File: src/rtl/core_pkg.sv
// ============================================================================
//  Module      : core_pkg
//  Description : Shared encodings for the memory stage: access width codes
//                and the load/store unit state encoding.
//  Revision    : 1.0 - initial release
// ============================================================================
`default_nettype none

package core_pkg;

    // Access width encodings carried on exmem_mem_width_i
    localparam logic [1:0] MW_BYTE = 2'b00;
    localparam logic [1:0] MW_HALF = 2'b01;
    localparam logic [1:0] MW_WORD = 2'b10;

    // Load/store unit state encoding
    typedef logic [2:0] lsu_state_t;

    localparam lsu_state_t LSU_IDLE  = 3'd0;
    localparam lsu_state_t LSU_REQ   = 3'd1;
    localparam lsu_state_t LSU_RESP  = 3'd2;
    localparam lsu_state_t LSU_DONE  = 3'd3;
    localparam lsu_state_t LSU_DRAIN = 3'd4;

endpackage

`default_nettype wire

File: src/rtl/lsu_align.sv
// ============================================================================
//  Module      : lsu_align
//  Description : Purely combinational byte-lane logic for the load/store unit.
//                Generates store byte enables and replicated store data,
//                extracts and sign/zero-extends load data, and flags
//                misaligned or reserved-width accesses.
//  Ports       : addr_lo_i   - effective address bits [1:0]
//                width_i     - access width code (byte/half/word/reserved)
//                sdata_i     - raw store data from the pipeline
//                rdata_i     - raw word returned by the data bus
//                unsigned_i  - zero-extend loads when set
//                be_o        - byte enables for the bus
//                wdata_o     - lane-replicated store data
//                rdata_o     - aligned, extended load result
//                misalign_o  - access is misaligned or uses a reserved width
//  Revision    : 1.0 - initial release
// ============================================================================
`default_nettype none

module lsu_align
    import core_pkg::*;
(
    input  logic [1:0]  addr_lo_i,
    input  logic [1:0]  width_i,
    input  logic [31:0] sdata_i,
    input  logic [31:0] rdata_i,
    input  logic        unsigned_i,
    output logic [3:0]  be_o,
    output logic [31:0] wdata_o,
    output logic [31:0] rdata_o,
    output logic        misalign_o
);

    logic [31:0] w_shifted;

    always_comb begin
        // Bring the addressed byte down to lane 0 before extension
        w_shifted  = rdata_i >> {addr_lo_i, 3'b000};
        be_o       = 4'b0000;
        wdata_o    = 32'h0;
        rdata_o    = rdata_i;
        misalign_o = 1'b0;

        case (width_i)
            MW_BYTE: begin
                be_o    = 4'b0001 << addr_lo_i;
                wdata_o = {4{sdata_i[7:0]}};
                rdata_o = {{24{~unsigned_i & w_shifted[7]}}, w_shifted[7:0]};
            end
            MW_HALF: begin
                misalign_o = addr_lo_i[0];
                be_o       = addr_lo_i[1] ? 4'b1100 : 4'b0011;
                wdata_o    = {2{sdata_i[15:0]}};
                rdata_o    = {{16{~unsigned_i & w_shifted[15]}}, w_shifted[15:0]};
            end
            MW_WORD: begin
                misalign_o = |addr_lo_i;
                be_o       = 4'b1111;
                wdata_o    = sdata_i;
                rdata_o    = rdata_i;
            end
            default: begin
                // Reserved width never reaches the bus
                misalign_o = 1'b1;
            end
        endcase
    end

endmodule

`default_nettype wire

File: src/rtl/mem_lsu.sv
// ============================================================================
//  Module      : mem_lsu
//  Description : Memory-stage load/store unit. Runs the data-bus
//                request/grant/response handshake for loads and stores,
//                aligns byte lanes, stalls the pipeline until the access
//                completes and passes non-memory results and CSR writes
//                through to the MEM/WB register.
//  Ports       : clk, rst_n           - clock, async active-low reset
//                exmem_*_i            - EX/MEM pipeline register outputs
//                fc_flush_mem_i       - kill the current memory op
//                bus_*                - data-bus request/grant/response
//                mem_reg_*_o          - register write toward MEM/WB
//                mem_csr_*_o          - CSR write pass-through
//                mem_stall_req_o      - stall request to flow controller
//                mem_misalign_o       - misaligned/reserved access flag
//  Revision    : 1.0 - initial release
// ============================================================================
`default_nettype none

module mem_lsu
    import core_pkg::*;
(
    input  logic        clk,
    input  logic        rst_n,

    input  logic [31:0] exmem_reg_wdata_i,
    input  logic [4:0]  exmem_reg_waddr_i,
    input  logic        exmem_reg_we_i,
    input  logic [31:0] exmem_csr_wdata_i,
    input  logic [11:0] exmem_csr_waddr_i,
    input  logic        exmem_csr_we_i,
    input  logic        exmem_mtype_i,
    input  logic        exmem_mem_rw_i,
    input  logic [1:0]  exmem_mem_width_i,
    input  logic [31:0] exmem_mem_sdata_i,
    input  logic        exmem_mem_unsigned_i,

    input  logic        fc_flush_mem_i,

    output logic        bus_req_o,
    output logic        bus_we_o,
    output logic [31:0] bus_addr_o,
    output logic [3:0]  bus_be_o,
    output logic [31:0] bus_wdata_o,
    input  logic        bus_gnt_i,
    input  logic        bus_rvalid_i,
    input  logic [31:0] bus_rdata_i,

    output logic [31:0] mem_reg_wdata_o,
    output logic [4:0]  mem_reg_waddr_o,
    output logic        mem_reg_we_o,
    output logic [31:0] mem_csr_wdata_o,
    output logic [11:0] mem_csr_waddr_o,
    output logic        mem_csr_we_o,
    output logic        mem_stall_req_o,
    output logic        mem_misalign_o
);

    lsu_state_t  state_q, state_d;
    logic [31:0] lbuf_q, lbuf_d;

    logic [3:0]  w_be;
    logic [31:0] w_wdata;
    logic [31:0] w_rdata;
    logic        w_align_mis;
    logic        w_mis;
    logic        w_mem_ok;
    logic        w_load;
    logic        w_req;

    lsu_align u_align (
        .addr_lo_i  (exmem_reg_wdata_i[1:0]),
        .width_i    (exmem_mem_width_i),
        .sdata_i    (exmem_mem_sdata_i),
        .rdata_i    (bus_rdata_i),
        .unsigned_i (exmem_mem_unsigned_i),
        .be_o       (w_be),
        .wdata_o    (w_wdata),
        .rdata_o    (w_rdata),
        .misalign_o (w_align_mis)
    );

    // Width/alignment is only meaningful when a memory op is present
    assign w_mis    = exmem_mtype_i & w_align_mis;
    assign w_mem_ok = exmem_mtype_i & ~w_align_mis;
    assign w_load   = exmem_mtype_i & ~exmem_mem_rw_i;

    // ------------------------------------------------------------------
    // State and load buffer registers
    // ------------------------------------------------------------------
    always_ff @(posedge clk or negedge rst_n) begin
        if (!rst_n) begin
            state_q <= LSU_IDLE;
            lbuf_q  <= 32'h0;
        end else begin
            state_q <= state_d;
            lbuf_q  <= lbuf_d;
        end
    end

    // ------------------------------------------------------------------
    // Next-state logic
    // ------------------------------------------------------------------
    always_comb begin
        state_d = state_q;
        lbuf_d  = lbuf_q;
        case (state_q)
            LSU_IDLE: begin
                if (w_mem_ok && !fc_flush_mem_i) begin
                    if (bus_gnt_i)
                        state_d = exmem_mem_rw_i ? LSU_DONE : LSU_RESP;
                    else
                        state_d = LSU_REQ;
                end
            end
            LSU_REQ: begin
                if (bus_gnt_i) begin
                    // A granted access is issued even if flushed: a load
                    // still owes a response that must be drained.
                    if (fc_flush_mem_i)
                        state_d = exmem_mem_rw_i ? LSU_IDLE : LSU_DRAIN;
                    else
                        state_d = exmem_mem_rw_i ? LSU_DONE : LSU_RESP;
                end else if (fc_flush_mem_i) begin
                    state_d = LSU_IDLE;
                end
            end
            LSU_RESP: begin
                if (bus_rvalid_i) begin
                    // Response arriving with a flush completes the read;
                    // nothing is left outstanding, so no drain is needed.
                    if (fc_flush_mem_i) begin
                        state_d = LSU_IDLE;
                    end else begin
                        lbuf_d  = w_rdata;
                        state_d = LSU_DONE;
                    end
                end else if (fc_flush_mem_i) begin
                    state_d = LSU_DRAIN;
                end
            end
            LSU_DRAIN: begin
                if (bus_rvalid_i)
                    state_d = LSU_IDLE;
            end
            LSU_DONE: begin
                state_d = LSU_IDLE;
            end
            default: begin
                state_d = LSU_IDLE;
            end
        endcase
    end

    // ------------------------------------------------------------------
    // Output logic
    // ------------------------------------------------------------------
    always_comb begin
        w_req           = 1'b0;
        mem_stall_req_o = 1'b0;
        case (state_q)
            LSU_IDLE: begin
                w_req           = w_mem_ok & ~fc_flush_mem_i;
                mem_stall_req_o = w_mem_ok;
            end
            LSU_REQ: begin
                w_req           = 1'b1;
                mem_stall_req_o = w_mem_ok;
            end
            LSU_RESP: begin
                mem_stall_req_o = w_mem_ok;
            end
            LSU_DRAIN: begin
                // Only hold the pipe if a new memory op is queued behind
                // the read being drained.
                mem_stall_req_o = w_mem_ok;
            end
            default: begin
                w_req           = 1'b0;
                mem_stall_req_o = 1'b0;
            end
        endcase

        bus_req_o   = w_req;
        bus_we_o    = w_req & exmem_mem_rw_i;
        bus_addr_o  = w_req ? {exmem_reg_wdata_i[31:2], 2'b00} : 32'h0;
        bus_be_o    = w_req ? w_be : 4'b0000;
        bus_wdata_o = (w_req && exmem_mem_rw_i) ? w_wdata : 32'h0;

        mem_reg_wdata_o = w_load ? lbuf_q : exmem_reg_wdata_i;
        mem_reg_waddr_o = exmem_reg_waddr_i;
        mem_reg_we_o    = exmem_reg_we_i & ~w_mis
                          & ~(w_load & (state_q != LSU_DONE));
        mem_csr_wdata_o = exmem_csr_wdata_i;
        mem_csr_waddr_o = exmem_csr_waddr_i;
        mem_csr_we_o    = exmem_csr_we_i;
        mem_misalign_o  = w_mis;
    end

endmodule

`default_nettype wire

File: config.mk
export PLATFORM = sky130hd
export DESIGN_NAME = mem_lsu
export DESIGN_NICKNAME = d
export VERILOG_FILES = /design/src/rtl/core_pkg.sv /design/src/rtl/lsu_align.sv /design/src/rtl/mem_lsu.sv
export SDC_FILE = /design/constraint.sdc
export NUM_CORES = 1
export LEC_CHECK = 0
export ABC_AREA = 1
export CAP_MARGIN = 10
export CORE_AREA = 2 2 121 123
export DETAILED_ROUTE_END_ITERATION = 7
export DIE_AREA = 0 0 123 125
export GPL_TIMING_DRIVEN = 0
export PLACE_DENSITY = 0.73
export RECOVER_POWER = 50
export SYNTH_ARGS = -nofsm -noshare
export SYNTH_HDL_FRONTEND = slang
export SYNTH_SLANG_ARGS = --single-unit
File: constraint.sdc
create_clock -name clk -period 1.8 [get_ports clk]
set_input_delay 0.36 -clock clk [delete_from_list [all_inputs] [get_ports clk]]
set_output_delay 0.36 -clock clk [all_outputs]
set_load 0.02 [all_outputs]
==> flow_metrics.py <==
metrics = {
    "worst_setup_path": {
        "regToRegStartpoint": "state_q[2]$_DFFE_PN0P_",
        "arrival_ns": 1.67,
        "rr_endpoint": "lbuf_q[21]$_DFFE_PN0P_",
        "start_kind": "flop",
        "cp.required_ns": 1.44,
        "path_cells": "nor2_4 -> buf_6 -> buf_12 -> nand3_4 -> buf_12 -> clkbuf_16 -> nor2_4 -> buf_6",
        "ff2ff_setup_slack_ns": 0.11,
        "crit_path_max_fanout": 5,
        "crit_type": "flop to output port",
        "worst_setup_path_end_kind": "output port",
        "critPathMaxStageDelay_ns": 0.42,
        "slowest_stage": "dfrtp_2",
        "reg2reg_depth": 9,
    },
    "timing": {
        "clock_skew_ns": 0.003332,
        "setup_slack_ns": -0.2342,
        "final_max_slew_viol_count": 0,
        "holdWs_ns": 0.2030,
        "setup_tns_ns": -10.82,
        "tightestPinTransition_ns": 0.9081,
        "hold_violations": 0,
        "slew-limit-headroom_pct": 39.46,
        "rsz0062_at_grt": "true",
        "fin_crit_sh_pct": 113.0,
        "fin_crit_ns": 2.034,
        "max_clock_freq_ghz": 0.4916,
        "setup_viol": 68,
    },
    "synthesis": {
        "netlist_area_um2": 3909,
        "synthTopCellsByArea": "dfrtp_1 22%, nand2_1 20%, nor2_1 12%",
        "ys_types": 26,
        "syn_area_per_cell_um2": 5.421,
        "ys_ff_latch": 35,
        "netlist_instances": 721,
        "synth_seq_area_share_pct": 22.41,
        "yosysWarnings": 0,
        "synth_top_area_share_pct": 22.41,
        "synth_top_area_cell": "dfrtp_1",
    },
    "clock_tree": {
        "root_buffer": "clkbuf_16",
        "worstSkewPairLatency_ns": 0.28,
        "h-tree-depth": 2,
        "clock_path_buffers": 2,
        "clk_pin_slew_ns": 0.06,
        "hold_buffers": 0,
        "clkSinkCount": 35,
        "cts_buffers": 5,
        "cts_tree": "done",
    },
    "routing": {
        "drt-total-wl_um": 18560,
        "wire_per_inst_um": 15.26,
        "viasPerCell": 4.576,
        "drt_pass1_iterations": 5,
        "drtAntennaViolNets": 0,
        "vias": 5565,
        "drc": 0,
        "drtIter0Drc": 357,
    },
    "power_and_ir_drop": {
        "p_int_w": 0.004272,
        "switchingPower_w": 0.003359,
        "powerDensity_nw_per_um2": 935.8,
        "vdd_drop_max_mv": 0.5362,
        "power.leakage_nw": 4.208,
        "power_frac_clock_pct": 11.0,
        "comb_power_share_pct": 71.8,
        "p_total_w": 0.007631,
        "pwr-share-seq_pct": 17.3,
        "switching_share_pct": 44.02,
    },
    "finish": {
        "fill_cells": 1372,
        "area_growth_pct": 108.6,
        "drive_gt1_share_pct": 32.27,
        "instances_no_fill": 1216,
        "multiInputGateArea_um2": 2628,
        "nNetsFinal": 1188,
        "seqCellArea_um2": 879.6,
        "diodes": 0,
    },
    "die": {
        "die-area_um2": 15380,
        "die_w_um": 123,
        "io_pins": 312,
        "initial_core_util_pct": 27.52,
        "coreArea_um2": 14200,
        "row_count": 44,
        "die_h_um": 125,
    },
    "hold_path": {
        "hold_class": "primary input to async pin",
    },
    "global_routing": {
        "gr-usage-all-layers_pct": 22.91,
        "grt_pass1_vias": 5322,
        "overflow": 0,
        "grt_max_degree": 36,
        "grt_pass1_wl_um": 27590,
        "antenna_found_initial": 0,
    },
    "placed_design": {
        "place_congestion": 0.9039,
        "place_ws_ns": -1.568,
        "dp.cells": 1163,
        "dp_hpwl_um": 13780,
        "io_buffer_count": 257,
    },
    "outcome": {
        "violations": "setup timing",
        "status": "complete, but fails checks",
    },
    "run": {
        "cap_violations": 0,
    },
}
worst max-delay path by stage:
stage | from | slack, ns | endpoint | cells past startpoint
floorplan | exmem_reg_wdata_i[1] | -0.07 | bus_wdata_o[10] | 9
global placement | exmem_mem_rw_i | -1.56 | mem_reg_wdata_o[0] | 8
detailed placement | exmem_mem_rw_i | -1.57 | mem_reg_wdata_o[0] | 8
CTS | state_q[2]$_DFFE_PN0P_ | -0.19 | bus_wdata_o[18] | 8
global route | state_q[1]$_DFFE_PN0P_ | -0.28 | bus_wdata_o[12] | 8
finish | state_q[1]$_DFFE_PN0P_ | -0.23 | bus_wdata_o[13] | 8
flip-flops by register name, summed over array words and instances, names as in the netlist:
signal and count:
state_q 3, lbuf_q 32
power groups by stage:
stage	clock network (W)	registers, W	logic [W]
4_1_cts	0.000839	0.00131	0.00518
6_report	0.000836	0.00132	0.00548
3_3_place_gp	0	0.00131	0.00398
5_1_grt	0.000868	0.00135	0.00588
2_1_floorplan	0	0.00127	0.00242
3_5_place_dp	0	0.00132	0.00401
stage by stage:
stage / util, % / cell area, um^2
2_1_floorplan: - / 4229
3_3_place_gp: 49.51 / 7032
3_5_place_dp: 49.47 / 7027
4_1_cts: 55.35 / 7861
5_1_grt: 57.41 / 8154
6_report: 57.41 / 8154
final cells by class:
| class | count | area share, % |
|---|---|---|
| clock buffer | 7 | 1.627 |
| buffer | 84 | 9.468 |
| inverter | 120 | 5.923 |
| multi-input combinational | 482 | 32.22 |
| tap | 184 | 2.823 |
| timing repair buffer | 303 | 37.09 |
| clock inverter | 1 | 0.06138 |
| sequential | 35 | 10.79 |
worst max-delay path: cells and delay by family (launching register included):
kind	cells	cell delay, ns
buf+inv	5	0.66
flops	1	0.42
simple gates	3	0.30
cell usage after synthesis:
master,number
o21ai_1,1
nand2_2,1
o22ai_1,1
conb_1,1
buf_1,2
o21ai_0,40
nand3b_1,1
inv_2,3
a21oi_1,35
a211oi_1,1
nor3_1,2
a22oi_1,11
o211ai_1,1
nand4_1,5
a31oi_1,1
dfrtp_1,35
nor2_4,1
nand3_1,42
nand3_2,1
nand2_1,211
inv_1,117
nor2_1,123
buf_2,15
clkbuf_1,16
buf_4,53
a21boi_0,1
cell usage in the layout (no fill, tap or decap), types with 4 or more instances in the layout:
master / count
a21oi_1: 34
a22oi_1: 11
buf_12: 12
buf_16: 6
buf_2: 36
buf_4: 89
buf_6: 77
clkbuf_1: 7
clkbuf_16: 9
clkbuf_2: 4
clkdlybuf4s50_1: 107
dfrtp_1: 32
dlygate4sd3_1: 41
inv_1: 110
inv_2: 5
nand2_1: 207
nand3_1: 42
nand4_1: 5
nor2_1: 51
nor2_2: 8
nor2_4: 65
o21ai_0: 37
cell families (layout without fill, tap and decap cells):
| group | count (synthesis) | after routing | synth area share (%) |
|---|---|---|---|
| flops | 35 | 35 | 22.41 |
| compound gates | 92 | 92 | 12.74 |
| buf+inv | 206 | 515 | 25.35 |
| simple gates | 387 | 388 | 39.40 |
| other cells | 1 | 2 | 0.09594 |
layer usage:
metal	routed length, um	global-route usage, %
met5	0	0
met3	1720	5.018
met2	8925	38.90
met1	7332	28.74
met4	582	7.019
what timing repair did:
item / in CTS / in global routing
cloned: 6 / 1
buffers inserted: 32 / 8
resized for setup: 694 / 62
hold endpoints to repair: 0 / 0
endpoints found under the setup margin: 137 / 126
pin swaps: 11 / 8
Power figures use the tool's default switching activity.
